$ cat config.mk
export PLATFORM = sky130hd
export DESIGN_NAME = frac_channel_scheduler
export DESIGN_NICKNAME = d
export VERILOG_FILES = /design/src/rtl/frac_pkg.sv /design/src/rtl/frac_rr_arbiter.sv /design/src/rtl/frac_channel_scheduler.sv
export SDC_FILE = /design/constraint.sdc
export NUM_CORES = 2
export LEC_CHECK = 0
export CELL_PAD_IN_SITES_DETAIL_PLACEMENT = 0
export CELL_PAD_IN_SITES_GLOBAL_PLACEMENT = 2
export CORE_UTILIZATION = 44
export CTS_BUF_LIST = sky130_fd_sc_hd__clkbuf_16
export DETAILED_ROUTE_END_ITERATION = 8
export GPL_TIMING_DRIVEN = 0
export HOLD_SLACK_MARGIN = 0.15
export PLACE_DENSITY_LB_ADDON = 0.1
export SLEW_MARGIN = 30
export SYNTH_ARGS = -nofsm -noshare
export SYNTH_HDL_FRONTEND = slang
export SYNTH_SLANG_ARGS = --single-unit
export TNS_END_PERCENT = 5
$ cat constraint.sdc
create_clock -name clk_100HZ -period 19 [get_ports clk_100HZ]
set_input_delay 3.8 -clock clk_100HZ [delete_from_list [all_inputs] [get_ports clk_100HZ]]
set_output_delay 3.8 -clock clk_100HZ [all_outputs]
set_load 0.05 [all_outputs]
$ cat src/rtl/frac_pkg.sv
// Shared Q8.24 constants, coefficient reset defaults and FSM state encoding
// for the fractional-order channel scheduler.
package frac_pkg;

   localparam int          Q_FRAC         = 24;
   localparam logic [31:0] ONE            = 32'd16777216;
   localparam logic [31:0] FRAC_ALPHA_RST = 32'd8388608;
   localparam logic [31:0] FRAC_K_RST     = 32'd16861102;

   typedef logic [2:0] state_t;

   localparam state_t ST_IDLE  = 3'd0;
   localparam state_t ST_MUL_A = 3'd1;
   localparam state_t ST_MUL_K = 3'd2;
   localparam state_t ST_MUL_R = 3'd3;
   localparam state_t ST_DONE  = 3'd4;

endpackage

$ cat src/rtl/frac_rr_arbiter.sv
// Round-robin arbiter: searches from the channel after the last winner,
// gives a one-hot grant plus encoded index, and advances on adv_i.
module frac_rr_arbiter #(
   parameter int N_CH = 4,
   parameter int CH_W = 3
) (
   input  logic            clk_100HZ,
   input  logic            Rst_n,
   input  logic [N_CH-1:0] req_i,
   input  logic            adv_i,
   output logic [N_CH-1:0] gnt_o,
   output logic [CH_W-1:0] idx_o,
   output logic            any_o
);

   logic [CH_W-1:0] ptr;

   // First requester strictly after ptr, wrapping N_CH-1 -> 0.
   always_comb begin
      int unsigned cand;
      gnt_o = '0;
      idx_o = '0;
      any_o = 1'b0;
      cand  = 0;
      for (int unsigned i = 1; i <= unsigned'(N_CH); i++) begin
         cand = (32'(ptr) + i) % unsigned'(N_CH);
         if (!any_o && req_i[cand]) begin
            any_o       = 1'b1;
            idx_o       = CH_W'(cand);
            gnt_o[cand] = 1'b1;
         end
      end
   end

   // Pointer remembers the last winner; reset so channel 0 wins first.
   always_ff @(posedge clk_100HZ) begin
      if (!Rst_n)
         ptr <= CH_W'(N_CH - 1);
      else if (adv_i)
         ptr <= idx_o;
   end

endmodule

$ cat src/rtl/frac_channel_scheduler.sv
// Time-multiplexed deformable-derivative datapath: round-robin over N_CH
// channels, per-channel previous sample, three multiplies through one
// shared 32x32 signed multiplier, runtime-writable ALPHA / STEP_BETA.
module frac_channel_scheduler
   import frac_pkg::*;
#(
   parameter int          N_CH      = 4,
   parameter int          CH_W      = 3,
   parameter logic [31:0] ALPHA_RST = FRAC_ALPHA_RST,
   parameter logic [31:0] K_RST     = FRAC_K_RST,
   parameter int          RATE      = 100
) (
   input  logic               clk_100HZ,
   input  logic               Rst_n,
   input  logic [N_CH-1:0]    req_i,
   input  logic [32*N_CH-1:0] sample_i,
   output logic [N_CH-1:0]    gnt_o,
   output logic               busy_o,
   output logic [31:0]        out_o,
   output logic [CH_W-1:0]    out_ch_o,
   output logic               out_valid_o,
   input  logic               cfg_we_i,
   input  logic [31:0]        cfg_alpha_i,
   input  logic [31:0]        cfg_k_i,
   output logic               cfg_ack_o
);

   state_t          state;
   logic [31:0]     alpha, k;
   logic [31:0]     x, d, t;
   logic [CH_W-1:0] c;
   logic [31:0]     prev [N_CH];

   logic [N_CH-1:0] arb_gnt;
   logic [CH_W-1:0] arb_idx;
   logic            arb_any;
   logic            take;
   logic [31:0]     sel_sample, sel_prev;
   logic [31:0]     mul_a, mul_b;
   logic [55:0]     prod;

   // A grant is only taken in IDLE when no coefficient write competes.
   assign take   = Rst_n && (state == ST_IDLE) && !cfg_we_i && arb_any;
   assign gnt_o  = take ? arb_gnt : '0;
   assign busy_o = (state != ST_IDLE);

   frac_rr_arbiter #(
      .N_CH (N_CH),
      .CH_W (CH_W)
   ) u_arb (
      .clk_100HZ (clk_100HZ),
      .Rst_n     (Rst_n),
      .req_i     (req_i),
      .adv_i     (take),
      .gnt_o     (arb_gnt),
      .idx_o     (arb_idx),
      .any_o     (arb_any)
   );

   // Select the winning channel's sample and stored previous sample.
   always_comb begin
      sel_sample = '0;
      sel_prev   = '0;
      for (int unsigned i = 0; i < unsigned'(N_CH); i++) begin
         if (CH_W'(i) == arb_idx) begin
            sel_sample = sample_i[i*32 +: 32];
            sel_prev   = prev[i];
         end
      end
   end

   // Shared multiplier operand steering; only bits [55:0] are ever consumed.
   always_comb begin
      mul_a = '0;
      mul_b = '0;
      case (state)
         ST_MUL_A: begin mul_a = d; mul_b = alpha;       end
         ST_MUL_K: begin mul_a = t; mul_b = k;           end
         ST_MUL_R: begin mul_a = t; mul_b = 32'(RATE);   end
         default:  begin mul_a = '0; mul_b = '0;         end
      endcase
      prod = {{24{mul_a[31]}}, mul_a} * {{24{mul_b[31]}}, mul_b};
   end

   // Sequencer: config/grant in IDLE, then three multiply steps and a result pulse.
   always_ff @(posedge clk_100HZ) begin
      if (!Rst_n) begin
         state       <= ST_IDLE;
         alpha       <= ALPHA_RST;
         k           <= K_RST;
         x           <= '0;
         d           <= '0;
         t           <= '0;
         c           <= '0;
         out_o       <= '0;
         out_ch_o    <= '0;
         out_valid_o <= 1'b0;
         cfg_ack_o   <= 1'b0;
         for (int unsigned i = 0; i < unsigned'(N_CH); i++)
            prev[i] <= '0;
      end else begin
         out_valid_o <= 1'b0;
         cfg_ack_o   <= 1'b0;
         case (state)
            ST_IDLE: begin
               if (cfg_we_i) begin
                  alpha     <= cfg_alpha_i;
                  k         <= cfg_k_i;
                  cfg_ack_o <= 1'b1;
               end else if (arb_any) begin
                  x     <= sel_sample;
                  c     <= arb_idx;
                  d     <= sel_sample - sel_prev;
                  state <= ST_MUL_A;
               end
            end
            ST_MUL_A: begin
               t     <= prod[Q_FRAC+31:Q_FRAC] + x;
               state <= ST_MUL_K;
            end
            ST_MUL_K: begin
               t     <= prod[Q_FRAC+31:Q_FRAC] - x;
               state <= ST_MUL_R;
            end
            ST_MUL_R: begin
               out_o       <= prod[31:0];
               out_ch_o    <= c;
               out_valid_o <= 1'b1;
               for (int unsigned i = 0; i < unsigned'(N_CH); i++)
                  if (CH_W'(i) == c)
                     prev[i] <= x;
               state <= ST_DONE;
            end
            ST_DONE: state <= ST_IDLE;
            default: state <= ST_IDLE;
         endcase
      end
   end

endmodule

==> results.toml <==
[floorplanning]
dieHeight_um = 343
die_x_um = 343
die_area_um2 = 118000
row_count = 124
core-area_um2 = 115000
start_util_pct = 44.6
design.portCount = 241

[grt]
antenna_found_initial = 5
grt_first_pass_wirelength_um = 316000
met2_usage_pct = 58.4
grt_usage_pct = 38.2
met1_usage_pct = 51.3
grt.overflow.total = 0
grt_pass1_vias = 43534
use_met3_pct = 8.69
grt_max_degree = 18
grt_busiest_layer = "met2"

[worst_setup_path]
cp.arrival_ps = 15620
crit_start = "state[2]"
cp_slowest_stage_delay_ps = 880
critPathKind = "flop to flop"
critPathCaptureType = "flop"
crit_required_ps = 19540
worstPathMaxFanout = 10
slowest_stage = "clkbuf_1"
r2r-start = "state[2]"
crit_top_cell = "fa_1"
start_kind = "flop"

[drt]
post-route-drc-count = 0
via_per_inst = 5.68
drt-total-wl_um = 220000
dr.pass1.iters = 5
drtAntennaViolNets = 0
num_vias = 42381
wl_per_cell_um = 29.5
drt_iter0_markers = 3911

[synth]
ys.flop_type = "dfxtp_1"
synth_area_leader_cell = "fa_1"
synth-seq-cells = 331
synth_top_cell_area_share_pct = 38.5
synth_xor_area_share_pct = 2.62
synthMuxAreaShare_pct = 3.09
mappedNetlistNets = 7025
synth_compound_area_share_pct = 9.39
synth_top_family_by_area = "adder cells"
ys_seq_area_share_pct = 15.5
synth_cells = 5595
yosys.area_share.simple_pct = 15.1
synth-adder-area-share_pct = 44.6
synthTopCellsByCount = "inv_1, fa_1, nand2_1"
ys_warn_count = 0
synth_area_leaders = "fa_1, dfxtp_1, edfxtp_1"
synth-edff-count = 128
synthDistinctLibCells = 89
syn_area_um2 = 51200
yosysMostFrequentCell = "inv_1"
synth_area_per_cell_um2 = 9.14
synthArstFlopShare_pct = 0

[hold_path]
min-delay-path-class = "flop to flop"
hp-start = "alpha[5]"

[place]
portBuffers = 238
hpwl_um = 184000
gp_congestion = 1.04

[final_layout]
nets = 7351
area_growth_pct = 12.7
drive_gt1_share_pct = 5.48

[sta]
finalHoldViolCount = 0
fmax_mhz = 66.3
tightest_slew_ps = 1180
rsz0062_at_grt = "no"
finalClockSkew_ps = 26.9
setup_violations = 0
slew_headroom_pct = 21.6
setup_tns_ps = 0
maxSlewViolCount = 0
finalCritPeriodShare_pct = 79.4
min_period_ps = 15080

[clocking]
clock_path_buffers = 3
cts_setup_buffers = 0
clock_latency_ps = 600
cts_made_buffers = 37
ctsHoldBuffers = 0
numClockSinks = 331
clockRootBuffer = "clkbuf_16"
clk_pin_slew_ps = 70
cts_tree = "built"
htree_levels = 2
post_cts_resized = 0

[pwr]
power.density_nw_per_um2 = 74.7
power_leakage_nw = 25.3
peakVddDrop_mv = 0.0650
power_mw = 4.31

[flow_run]
max_cap_violations = 0

[outcome]
status = "complete, no violations"
-- final timing paths --
kind | cells after the start | slack [ps] | end
min | 2 | 470 | alpha[5]
max reg2reg | 44 | 3920 | t[31]
min reg2reg | 2 | 470 | alpha[5]
max | 44 | 3920 | t[31]
-- area by class of cell --
type,count,area [um2]
Tap cell,1512,1890
Fill cell,11316,57200
Multi-Input combinational cell,3953,38500
Timing Repair Buffer,287,3030
Inverter,1000,3750
Clock inverter,29,303
Clock buffer,39,976
Buffer,311,1310
Antenna cell,4,10.0
Sequential cell,331,7910
-- logic make-up after synthesis --
| family | Yosys count |
|---|---|
| flip-flops | 331 |
| other | 1 |
| XOR/XNOR | 149 |
| AO/OA/AOI/OAI | 689 |
| AND/OR/NAND/NOR | 1808 |
| adder cells (fa/ha/maj) | 1231 |
| buffers and inverters | 1311 |
| multiplexers | 75 |
-- placed cells by master (no fill, tap or decap), types with 14 or more instances in the layout --
cell type	synthesis	final
a31oi_1	25	24
and3_1	16	16
o211a_1	14	14
o211ai_1	16	16
xor2_1	59	59
buf_6	4	23
buf_1	27	24
a21oi_1	112	111
o21ai_0	109	106
mux4_2	66	66
o31ai_1	15	14
a21o_1	61	61
xnor2_1	87	87
buf_2	14	24
clkbuf_2	0	65
o21bai_1	18	18
nand3_1	35	35
ha_1	246	246
and2_1	168	168
a21boi_0	108	108
a22oi_1	56	30
clkbuf_1	264	199
dfxtp_1	203	203
edfxtp_1	128	128
inv_1	1000	1004
nor2_1	549	547
nand4_1	14	14
clkbuf_16	0	39
o21a_1	26	26
nor2b_1	17	17
a22oi_2	2	28
nand2_1	893	893
nor3_1	36	35
fa_1	985	984
a22o_1	53	51
clkdlybuf4s50_1	0	238
-- per-stage QoR --
step                      hold WS (ps)  cell area [um2]  util (%)  setup WS (ps)  cells
after global placement             452            55400      48.3           3330   7345
after global routing               493            57600      50.2           3560   7462
final                              468            57700      50.2           3920   7466
after CTS                          468            57600      50.2           4250   7460
after detailed placement           459            56300      49.1           4280   7392
after floorplan                    440            51200         -           7730   5595
-- state kept, by name (all words and copies together), names as in the netlist, 2 cells and up --
register / cells
out_ch_o: 2
state: 3
alpha: 32
c: 2
out_o: 32
k: 32
d: 32
t: 32
prev: 128
x: 32
u_arb.ptr: 2
-- critical path, delay by kind of cell, from the launching register on --
kind	cells	cell delay, ps
mux	1	210
fa+ha+maj	10	5080
simple gates	5	1290
flops	1	350
buf+inv	12	3400
compound gates	16	4650
-- per-layer routing --
| metal | routed length [um] | share of wire [%] |
|---|---|---|
| met2 | 96800 | 44 |
| met1 | 89100 | 40 |
| met5 | 48 | 0.022 |
| met3 | 21300 | 9.7 |
| met4 | 13000 | 5.9 |
-- power breakdown --
| group | leakage (nW) | total, mW | internal, mW | switching, mW |
|---|---|---|---|---|
| registers | 2.98 | 0.943 | 0.828 | 0.115 |
| logic | 21.7 | 2.58 | 0.900 | 1.68 |
| clock network | 0.636 | 0.783 | 0.445 | 0.337 |
| total | 25.3 | 4.31 | 2.17 | 2.13 |
Power figures use the tool's default switching activity.
